### config.mk
export PLATFORM = sky130hd
export DESIGN_NAME = bit_serial_adder
export DESIGN_NICKNAME = d
export VERILOG_FILES = /design/src/rtl/bit_serial_adder.sv
export SDC_FILE = /design/constraint.sdc
export NUM_CORES = 1
export LEC_CHECK = 0
export CORE_MARGIN = 2
export CORE_UTILIZATION = 50
export CTS_CLUSTER_DIAMETER = 30
export CTS_CLUSTER_SIZE = 20
export DETAILED_ROUTE_END_ITERATION = 12
export GPL_ROUTABILITY_DRIVEN = 1
export HOLD_SLACK_MARGIN = 0.05
export PLACE_DENSITY_LB_ADDON = 0.2
export SLEW_MARGIN = 20
export SYNTH_ARGS = -nofsm -noshare
export SYNTH_HDL_FRONTEND = slang
export SYNTH_SLANG_ARGS = --single-unit
### constraint.sdc
create_clock -name clk -period 2.3 [get_ports clk]
set_input_delay 0.69 -clock clk [delete_from_list [all_inputs] [get_ports clk]]
set_output_delay 0.69 -clock clk [all_outputs]
set_load 0.05 [all_outputs]
### src/rtl/bit_serial_adder.sv
// Bit-serial adder: adds two WIDTH-bit unsigned operands plus a carry-in,
// one full-adder slice per clock. Accepts a request in IDLE, shifts through
// WIDTH RUN cycles, then holds the result in DONE until the consumer takes it.
module bit_serial_adder #(
  parameter int WIDTH = 8
) (
  input  logic             clk,
  input  logic             rst,
  input  logic             in_valid,
  output logic             in_ready,
  input  logic [WIDTH-1:0] a,
  input  logic [WIDTH-1:0] b,
  input  logic             cin,
  output logic             out_valid,
  input  logic             out_ready,
  output logic [WIDTH-1:0] sum,
  output logic             cout,
  output logic             busy
);

  // Counter must be able to hold WIDTH itself so it never wraps inside a run.
  localparam int CNT_W = $clog2(WIDTH + 1);
  localparam logic [CNT_W-1:0] LAST_CNT = CNT_W'(WIDTH - 1);

  typedef enum logic [1:0] {
    IDLE = 2'd0,
    RUN  = 2'd1,
    DONE = 2'd2
  } state_t;

  state_t           state_r, state_nxt_s;
  logic [WIDTH-1:0] a_r, a_nxt_s;
  logic [WIDTH-1:0] b_r, b_nxt_s;
  logic [WIDTH-1:0] sum_r, sum_nxt_s;
  logic             carry_r, carry_nxt_s;
  logic [CNT_W-1:0] cnt_r, cnt_nxt_s;
  logic             in_ready_r, out_valid_r, busy_r;

  // Sum bit of a single full-adder slice.
  function automatic logic fa_sum(input logic x, input logic y, input logic z);
    return x ^ y ^ z;
  endfunction

  // Carry bit of a single full-adder slice (majority of the three inputs).
  function automatic logic fa_carry(input logic x, input logic y, input logic z);
    return (x & y) | (x & z) | (y & z);
  endfunction

  // Next-state and datapath update: capture in IDLE, one slice per RUN cycle, hold in DONE.
  always_comb begin
    state_nxt_s = state_r;
    a_nxt_s     = a_r;
    b_nxt_s     = b_r;
    sum_nxt_s   = sum_r;
    carry_nxt_s = carry_r;
    cnt_nxt_s   = cnt_r;
    case (state_r)
      IDLE: begin
        if (in_valid) begin
          a_nxt_s     = a;
          b_nxt_s     = b;
          carry_nxt_s = cin;
          cnt_nxt_s   = {CNT_W{1'b0}};
          sum_nxt_s   = {WIDTH{1'b0}};
          state_nxt_s = RUN;
        end else begin
          state_nxt_s = IDLE;
        end
      end
      RUN: begin
        // Sum bits enter at the MSB and move right, so after WIDTH slices
        // bit 0 of the result sits at bit 0 of the register.
        sum_nxt_s            = sum_r >> 1'b1;
        sum_nxt_s[WIDTH-1]   = fa_sum(a_r[0], b_r[0], carry_r);
        carry_nxt_s          = fa_carry(a_r[0], b_r[0], carry_r);
        a_nxt_s              = a_r >> 1'b1;
        b_nxt_s              = b_r >> 1'b1;
        cnt_nxt_s            = cnt_r + CNT_W'(1'b1);
        if (cnt_r == LAST_CNT) begin
          state_nxt_s = DONE;
        end else begin
          state_nxt_s = RUN;
        end
      end
      DONE: begin
        if (out_ready) begin
          state_nxt_s = IDLE;
        end else begin
          state_nxt_s = DONE;
        end
      end
      default: begin
        state_nxt_s = IDLE;
      end
    endcase
  end

  // State, datapath and registered handshake/status outputs; reset wins over any handshake.
  always_ff @(posedge clk) begin
    if (rst) begin
      state_r     <= IDLE;
      a_r         <= {WIDTH{1'b0}};
      b_r         <= {WIDTH{1'b0}};
      sum_r       <= {WIDTH{1'b0}};
      carry_r     <= 1'b0;
      cnt_r       <= {CNT_W{1'b0}};
      in_ready_r  <= 1'b1;
      out_valid_r <= 1'b0;
      busy_r      <= 1'b0;
    end else begin
      state_r     <= state_nxt_s;
      a_r         <= a_nxt_s;
      b_r         <= b_nxt_s;
      sum_r       <= sum_nxt_s;
      carry_r     <= carry_nxt_s;
      cnt_r       <= cnt_nxt_s;
      in_ready_r  <= (state_nxt_s == IDLE);
      out_valid_r <= (state_nxt_s == DONE);
      busy_r      <= (state_nxt_s != IDLE);
    end
  end

  assign in_ready  = in_ready_r;
  assign out_valid = out_valid_r;
  assign busy      = busy_r;
  assign sum       = sum_r;
  assign cout      = carry_r;

endmodule
Word-level counts from Yosys, hierarchy flattened
Cells that the tools add are included.

storage, ports and cells
  bits in read-only memories = 0
  output and inout bits = 12
  RAM bits = 0
  input bits = 21
  memories kept = 0
  register bits = 34
  bits in latches = 0

cells by class
  reductions and logical operators = 5
  bitwise operators = 7
  add/subtract/negate cells = 1
  $mul = 0
  order comparisons = 0
  mux-type cells = 14
  eq/ne operators = 5
  div/mod/pow operators = 0
  shift operators = 0

operators with widths
  operator             number
  $pmux 8 s2           3
  $mux 8               3
  $pmux 4 s2           1
  $pmux 2 s3           1
  $add 4x1->4 const B  1
  $eq 2x2->1 const B   2
  $eq 4x3->1 const B   1
  $logic_not 2->1      2
  $mux 2               2
  $mux 4               1
  $reduce_bool 2->1    2
  $and 1x1->1          3
  $eq 2x1->1 const B   1
  $mux 1               2
  $ne 2x2->1 const B   1
  $or 1x1->1           2
  $pmux 1 s2           1
  $reduce_and 2->1     1
  $xor 1x1->1          2

Depth between registers and ports, before layout
Gate-level depths: netlist of the first run.

  word-level depth = 4
  depth in mapped cells = 6
  mapped depth without buffers = 4

Worst setup path after synthesis of the first run
No wires, ideal clock.

  path type = input port to flip-flop
  start = input port in_valid
  end = register sum_r[3] (netlist: sum[3])
  slack = 730 ps
  stages = 5
  data arrival time = 1429 ps
  path buffers = 2
  cell sequence = or3b_1 buf_6 buf_12 nand3_2 a21oi_2

on the way
  word-level cells in the longest chain between the ends = 2

RTL lines
  element                     line  text
  from (decl)                 9     input logic in_valid,
  $ne 2x2->1 (no line)        n/a
  $reduce_and 2->1 (no line)  n/a
  to (signal assigned)        104   sum_r <= {WIDTH{1'b0}};
  to (signal assigned)        114   sum_r <= sum_nxt_s;
  to (decl)                   34    logic [WIDTH-1:0] sum_r, sum_nxt_s;

Every way passes these cells.
A chain may end at the register's enable or synchronous reset.

Final worst setup path of the first run
  start = register sum_r[6] (netlist: sum[6])
  end = output port sum[6]

RTL lines
  element    line  text
  to (decl)  16    output logic [WIDTH-1:0] sum,

No word-level cell between the ends.

==> results of run 1 <==
## cells in the mapped netlist (2+ instances only)
cell type,instances,area [um2]
buf_2,2,10.0
a21oi_1,4,20.0
o21ba_2,2,20.0
nand3_2,9,90.1
inv_1,3,11.3
buf_6,5,56.3
nand2_1,10,37.5
nand2b_1,4,25.0
nor4_1,5,31.3
nor2_1,30,113
clkinv_1,2,7.51
nand3_1,3,15.0
o22ai_1,9,56.3
a21oi_2,10,87.6
clkbuf_1,3,11.3
a211oi_1,10,75.1
nor3b_1,2,15.0
dfxtp_1,34,681
## worst min path at each step
stage | endpoint | depth (start not counted) | start | slack, ps
after floorplan | a_r[7] | 2 | a_r[7] | 450
after global placement | sum[0] | 2 | sum[0] | 460
after detailed placement | sum[0] | 2 | sum[0] | 470
after CTS | sum[0] | 2 | sum[0] | 480
after global routing | sum[7] | 2 | sum[7] | 500
final | sum[7] | 2 | sum[7] | 480
## state kept, by name, summed over array words and instances, names as in the netlist
name and cells:
a_r 8, in_ready 1, out_valid 1, state_r 2, busy 1, b_r 8
cnt_r 4, sum 8, cout 1
## final cells by class
cell class / instances / area, um2 / share of cell area (%)
clock buffer: 7 / 45.0 / 2.34
timing repair buffer: 39 / 385 / 20.1
tap: 33 / 41.3 / 2.15
sequential: 34 / 681 / 35.4
inverter: 5 / 18.8 / 0.977
clock inverter: 1 / 30.0 / 1.56
multi-input combinational: 112 / 721 / 37.5
## cell families after synthesis
group                      count (synthesis)  synth area share (%)
DFF                                       34                  44.5
AOI/OAI and AO/OA                         39                  19.7
adders and majority gates                  2                  2.13
and+or+nand+nor                           71                  25.3
buffers and inverters                     18                  8.35
## where the power goes
| group | switching (mW) | total (mW) | internal (mW) |
|---|---|---|---|
| combinational | 0.120 | 0.219 | 0.0993 |
| sequential | 0.0242 | 0.650 | 0.626 |
| clock | 0.186 | 0.416 | 0.231 |
## per-layer routing
| layer | vias up | global-route usage (%) |
|---|---|---|
| met5 | - | 0 |
| met4 | 0 | 7.79 |
| met3 | 9 | 4.59 |
| met2 | 31 | 38.0 |
| met1 | 614 | 21.8 |
| li1 | 632 | - |
## per-stage QoR
step | area (um2) | worst slack [ps]
floorplan | 1530 | 730
global placement | 1850 | 229
detailed placement | 1850 | 194
CTS | 1920 | 58.9
global route | 1920 | 17.8
finish | 1920 | 72.1
## cell usage in the layout (no fill, tap or decap), types with 4 or more instances in the layout
| cell | n |
|---|---|
| a211oi_1 | 10 |
| a21oi_1 | 4 |
| a21oi_2 | 10 |
| buf_4 | 6 |
| clkbuf_4 | 5 |
| clkdlybuf4s50_1 | 32 |
| dfxtp_1 | 34 |
| nand2_1 | 10 |
| nand2b_1 | 4 |
| nand3_2 | 9 |
| nor2_1 | 30 |
| nor4_1 | 5 |
| o22ai_1 | 9 |
==> results.cfg, run 1 <==
[sta]
tightestPinTransition_ps = 513
maxSlewHeadroom_pct = 65.7
slew_violations = 0
fin_skew_ps = 3.31
fin_crit_ps = 2230
max_freq_mhz = 449
layout_worst_path_cycle_share_pct = 96.9
finalSetupTns_ps = 0
hold_viol = 0
setup_viol = 0
hold_ws_ps = 482
rsz0062_at_grt = false

[drt]
wl_met3_um = 138
routed.top_layer = met4
drcViolationCount = 0
wire_per_inst_um = 14.0
vias_per_cell = 5.57
vias = 1286
wl_met1_um = 1370
ant_nets = 0
dr_wl_met2_um = 1680
dr.pass1.iters = 4
drt_wl_total_um = 3230
drtIter0Drc = 61

[clocking]
ctsHoldBuffers = 0
htree_levels = 2
clock_path_buffers = 2
cts_setup_buffers = 0
cts.sinks = 34
cts_buffers = 5
root_buffer = clkbuf_4
path_clk_slew_ps = 90
cts_tree = yes
cts_resized = 0
clock_latency_ps = 320

[setup_path]
crit_start = sum[6]
arrival_ps = 1540
timing.rr.start = state_r[0]
cp-end-kind = output port
ff2ff_path_depth = 3
slowest_delay_ps = 820
critPathBufInv = 1
worstPathCellList = clkdlybuf4s50_1
crit_type = register to output port
worst-path-max-fanout = 3
r2r_slack_ps = 780
timing.rr.end = cout
cpMaxStageDelayCell = clkdlybuf4s50_1
crit_path_end = sum[6]
required_ps = 1610
cp_top_family = buffers and inverters
startpoint_type = register
cp_num_cells = 1

[cells_and_area]
drive_gt1_share_pct = 19.2
layout.cells.non_filler = 231
area_growth_pct = 25.7
fin_nets = 220
n_antenna_cell = 0
fillCellCount = 262
utilization_pct = 64.5

[place]
port_buffers = 32
numPlacedInstances = 223
dp_hpwl_um = 2300
place.gp.congestion = 0.776

[logic_synthesis]
ys_ff_latch = 34
syn_avg_cell_area_um2 = 9.32
synth_cell_types = 35
synth-seq-area-share_pct = 44.5
ys.flop_type = dfxtp_1
synth-async-reset-ratio_pct = 0
yosys_warnings = 0
syn_area_um2 = 1530
synth.net_count = 187
synth_edf_count = 0
synth_cells = 164

[power_and_ir_drop]
leakage_nw = 0.682
power_density_nw_per_um2 = 669
vdd_drop_max_v = 0.000466
total_power_mw = 1.29

[die]
die_area_um2 = 3520
ios = 33
core_area_um2 = 2980
fp-row-count = 20
fp.dieH_um = 59.3
start_util_pct = 51.3
die_w_um = 59.3

[global_routing]
grt_first_pass_wirelength_um = 5350
grt_pass1_vias = 1234
grt_overflow = 0
antenna_found_initial = 0
grt_max_degree = 28
grtUsageTotal_pct = 20.3

[outcome]
outcome = finished clean

[min_path]
worst_hold_path_type = register to register

[flow_run]
maxCapViolCount = 0
No activity file was read; power rests on OpenSTA's default activity.
==> inputs of run 2 (changes only) <==
--- a/config.mk
+++ b/config.mk
@@ -5,14 +5,17 @@
 export SDC_FILE = /design/constraint.sdc
 export NUM_CORES = 1
 export LEC_CHECK = 0
+export CELL_PAD_IN_SITES_DETAIL_PLACEMENT = 1
+export CELL_PAD_IN_SITES_GLOBAL_PLACEMENT = 2
 export CORE_MARGIN = 2
-export CORE_UTILIZATION = 50
+export CORE_UTILIZATION = 32
 export CTS_CLUSTER_DIAMETER = 30
 export CTS_CLUSTER_SIZE = 20
 export DETAILED_ROUTE_END_ITERATION = 12
 export GPL_ROUTABILITY_DRIVEN = 1
 export HOLD_SLACK_MARGIN = 0.05
-export PLACE_DENSITY_LB_ADDON = 0.2
+export PLACE_DENSITY = 0.81
+export REMOVE_ABC_BUFFERS = 1
 export SLEW_MARGIN = 20
 export SYNTH_ARGS = -nofsm -noshare
 export SYNTH_HDL_FRONTEND = slang
==> run 2 against run 1 <==
Non-clock buffer count fell by 2; clock-buffer cell count stayed put; clock power barely moved; total power grew 0.26%; global-route usage shrank 4.6 points; routed wire length up 17%; cell count rose by 7.8%; combinational power about the same; sequential power about the same; core utilization down 23 points; maximum frequency increased by 2.2%; setup slack improved by 48 ps; critical endpoint is now sum[2]; largest power group unchanged.
==> results.cfg, run 2 (synthesized netlist as in run 1, its figures left out) <==
[drt]
drt_wl_total_um = 3770
dr.pass1.iters = 4
vias_per_cell = 5.08
drcViolationCount = 0
ant_nets = 0
vias = 1266
wire_per_inst_um = 15.1
drtIter0Drc = 34

[clocking]
clock_path_buffers = 2
cts_setup_buffers = 0
cts.sinks = 34
path_clk_slew_ps = 70
ctsHoldBuffers = 0
cts_resized = 0
cts_tree = yes
clock_latency_ps = 280
cts_buffers = 5
root_buffer = clkbuf_8
htree_levels = 2

[global_routing]
grtUsageTotal_pct = 15.7
grt_overflow = 0
grt_max_degree = 35
grt_pass1_vias = 1340
antenna_found_initial = 0
grt_first_pass_wirelength_um = 6320

[setup_path]
cp_num_cells = 1
crit_start = sum[2]
crit_type = register to output port
arrival_ps = 1490
worstPathCellList = clkdlybuf4s50_1
startpoint_type = register
critPathBufInv = 1
required_ps = 1610
r2r_slack_ps = 800
cp_top_family = buffers and inverters
crit_path_end = sum[2]
ff2ff_path_depth = 4
timing.rr.start = state_r[1]
cp-end-kind = output port
timing.rr.end = cnt_r[1]
slowest_delay_ps = 820
worst-path-max-fanout = 3
cpMaxStageDelayCell = clkdlybuf4s50_1

[die]
fp-row-count = 25
start_util_pct = 32.8
die_area_um2 = 5350
fp.dieH_um = 73.1
die_w_um = 73.1
ios = 33
core_area_um2 = 4660

[flow_run]
maxCapViolCount = 0

[sta]
maxSlewHeadroom_pct = 65.5
hold_viol = 0
tightestPinTransition_ps = 516
rsz0062_at_grt = false
fin_crit_ps = 2180
slew_violations = 0
finalSetupTns_ps = 0
layout_worst_path_cycle_share_pct = 94.8
setup_viol = 0
max_freq_mhz = 459
fin_skew_ps = 2.46

[place]
port_buffers = 32
dp_hpwl_um = 2660
numPlacedInstances = 242
place.gp.congestion = 0.722

[cells_and_area]
final_cell_mix = dfxtp_1 (34), clkdlybuf4s50_1 (32), nor2_1 (30)
drive_gt1_share_pct = 17.9
final_common_cell = dfxtp_1
utilization_pct = 41.8
fin_nets = 218
area_growth_pct = 27.3
n_antenna_cell = 0
layout.cells.non_filler = 249

[power_and_ir_drop]
vdd_drop_max_v = 0.000386
total_power_mw = 1.29
leakage_nw = 0.676
power_density_nw_per_um2 = 662

[min_path]
worst_hold_path_type = register to register

[outcome]
outcome = finished clean
==> run 2: cell count changes in the layout (fill, tap and decap cells not counted), sizes merged <==
cell | before | now
bufinv | 1 | 0
buf | 7 | 5
==> run 2: cell type report <==
type,instances,area [um2]
timing repair buffer,37,383
multi-input combinational,112,721
fill,532,2710
tap,54,67.6
inverter,5,18.8
clock buffer,7,76.3
sequential,34,681
==> run 2: metrics by stage <==
| step | hold slack [ps] | cell area (um2) | setup slack (ps) |
|---|---|---|---|
| finish | 477 | 1950 | 120 |
| global route | 504 | 1950 | 46.3 |
| CTS | 482 | 1950 | 93.9 |
| detailed placement | 463 | 1870 | 146 |
| global placement | 455 | 1870 | 188 |
| floorplan | 440 | 1420 | 562 |
==> run 2: worst min-delay path by stage <==
stage                start  endpoint  slack (ps)  depth (start not counted)
finish              b_r[7]    b_r[7]         480                          2
global placement    sum[0]    sum[0]         450                          2
CTS                 b_r[7]    b_r[7]         480                          2
detailed placement  b_r[7]    b_r[7]         460                          2
global route        sum[5]    sum[4]         500                          2
floorplan           a_r[7]    a_r[7]         440                          2
==> run 2: power breakdown <==
part | switching [mW] | internal (mW)
Sequential | 0.0248 | 0.626
Combinational | 0.122 | 0.100
Clock | 0.207 | 0.208
==> run 2: routing by layer <==
metal / wire length, um / vias up / track usage (%)
met3: 204 / 7 / 4.97
li1: - / 628 / -
met4: 57 / 0 / 5.56
met5: 0 / - / 0
met1: 1690 / 600 / 18.3
met2: 1820 / 31 / 26.8
==> inputs of run 3 (changes only) <==
--- a/config.mk
+++ b/config.mk
@@ -8,13 +8,13 @@
 export CELL_PAD_IN_SITES_DETAIL_PLACEMENT = 1
 export CELL_PAD_IN_SITES_GLOBAL_PLACEMENT = 2
 export CORE_MARGIN = 2
-export CORE_UTILIZATION = 32
+export CORE_UTILIZATION = 27
 export CTS_CLUSTER_DIAMETER = 30
 export CTS_CLUSTER_SIZE = 20
 export DETAILED_ROUTE_END_ITERATION = 12
 export GPL_ROUTABILITY_DRIVEN = 1
 export HOLD_SLACK_MARGIN = 0.05
-export PLACE_DENSITY = 0.81
+export PLACE_DENSITY = 0.73
 export REMOVE_ABC_BUFFERS = 1
 export SLEW_MARGIN = 20
 export SYNTH_ARGS = -nofsm -noshare
==> constraint.sdc (replaced) <==
create_clock -name clk -period 1.9 [get_ports clk]
set_input_delay 0.57 -clock clk [delete_from_list [all_inputs] [get_ports clk]]
set_output_delay 0.57 -clock clk [all_outputs]
set_load 0.05 [all_outputs]
==> run 3 against run 2 <==
Flip-flop and latch count unchanged; core utilization decreased by 4.9 points; global-route usage decreased by 2.3 points; worst hold slack got worse by 3.9 ps; critical path depth increased by 4; routed wire length increased by 1.3%; die area increased by 17%; via count increased by 1.6%; first-iteration DRC count increased by 18%; total power increased by 32%; cell count increased by 9.2%; critical endpoint is now cout.
==> results.cfg, run 3 (synthesized netlist as in run 1, its figures left out) <==
[setup_path]
crit_start = in_valid
arrival_ps = 1820
timing.rr.start = state_r[0]
crit_type = input port to register
required_ps = 2050
worst-path-max-fanout = 18
startpoint_type = input port
cp-end-kind = register

[sta]
hold_viol = 0
rsz0062_at_grt = false
fin_skew_ps = 7.78
finalSetupTns_ps = 0
slew_violations = 0
maxSlewHeadroom_pct = 69.6
hold_ws_ps = 473
fin_crit_ps = 1670
max_freq_mhz = 600
fin_ws_ps = 234
setup_viol = 0
tightestPinTransition_ps = 456
layout_worst_path_cycle_share_pct = 87.7

[outcome]
outcome = finished clean

[cells_and_area]
final_common_cell = dfxtp_1
stdcell_area_um2 = 2020
multi_input_area_um2 = 721
fin_nets = 222
n_antenna_cell = 0
area_growth_pct = 31.8
drive_gt1_share_pct = 27.0
final_cell_mix = dfxtp_1 (34), nor2_1 (30), clkdlybuf4s50_1 (20)
fillCellCount = 654
regArea_um2 = 681

[place]
post_dp_cell_area_um2 = 1910
dpl_worst_slack_ps = -69.0
place.gp.congestion = 0.755
port_buffers = 32
dp_hpwl_um = 2760

[die]
die_area_um2 = 6280
start_util_pct = 27.9
ios = 33
die_w_um = 79.3
fp.dieH_um = 79.3
core_area_um2 = 5470
fp-row-count = 27

[clocking]
cts_resized = 0
cts.sinks = 34
path_clk_slew_ps = 70
clock_path_buffers = 2
ctsHoldBuffers = 0
clock_latency_ps = 280
cts_buffers = 5
cts_setup_buffers = 0
htree_levels = 2
cts_tree = yes
root_buffer = clkbuf_8

[global_routing]
grtUsageTotal_pct = 13.4
grt_pass1_vias = 1413
grt_max_degree = 35
grt_first_pass_wirelength_um = 6590
antenna_found_initial = 0
grt_overflow = 0

[min_path]
min_from = sum[0]
worst_hold_path_type = register to register

[drt]
drt_wl_total_um = 3820
dr.pass1.iters = 4
wl_met1_um = 1790
vias = 1286
routed.top_layer = met4
ant_nets = 0
wl_met3_um = 187
drtIter0Drc = 40
drcViolationCount = 0
vias_per_cell = 4.73
wire_per_inst_um = 14.0
dr_wl_met2_um = 1800

[power_and_ir_drop]
vdd_drop_max_v = 0.000323
leakage_nw = 0.742
power_density_nw_per_um2 = 841

[flow_run]
maxCapViolCount = 0
-- run 3: changes by cell type in the layout (fill, tap and decap cells not counted) --
cell,delta
clkbuf_8,+3
buf_4,+15
buf_12,+1
clkdlybuf4s50_1,-12
clkbuf_1,-2
-- run 3: metal layers --
metal	vias up	track usage, %
met3	5	4.09
met1	609	16.7
met4	0	3.10
met2	34	22.5
li1	638	-
met5	-	0
-- run 3: worst paths after layout --
kind / to / slack [ps] / cells past startpoint
setup / recovery: cout / 230 / 5
hold / removal: sum[0] / 470 / 2
setup reg to reg: cout / 430 / 3
hold reg to reg: sum[0] / 470 / 2
-- run 3: metrics by stage --
step	cells	utilization (%)	power, mW
6_report	272	36.8	1.69
5_1_grt	272	36.8	1.79
4_1_cts	272	36.8	1.72
3_5_place_dp	264	34.8	1.09
3_3_place_gp	264	34.8	1.07
2_1_floorplan	151	-	0.944
-- run 3: final cells by class --
class | count | share of cell area, %
Multi-Input combinational cell | 112 | 35.8
Sequential cell | 34 | 33.8
Timing Repair Buffer | 41 | 19.6
Clock buffer | 8 | 5.46
Tap cell | 72 | 4.47
Inverter | 5 | 0.931
-- run 3: worst max-delay path, stage by stage --
cell             delay [ps]
clkdlybuf4s50_1         470
or3b_1                  390
buf_12                  180
nor2_1                  130
a2111oi_2                70
-- run 3: power breakdown --
part           internal (mW)  switching, mW
Combinational          0.128          0.149
Clock                  0.366          0.262
Sequential             0.758         0.0316
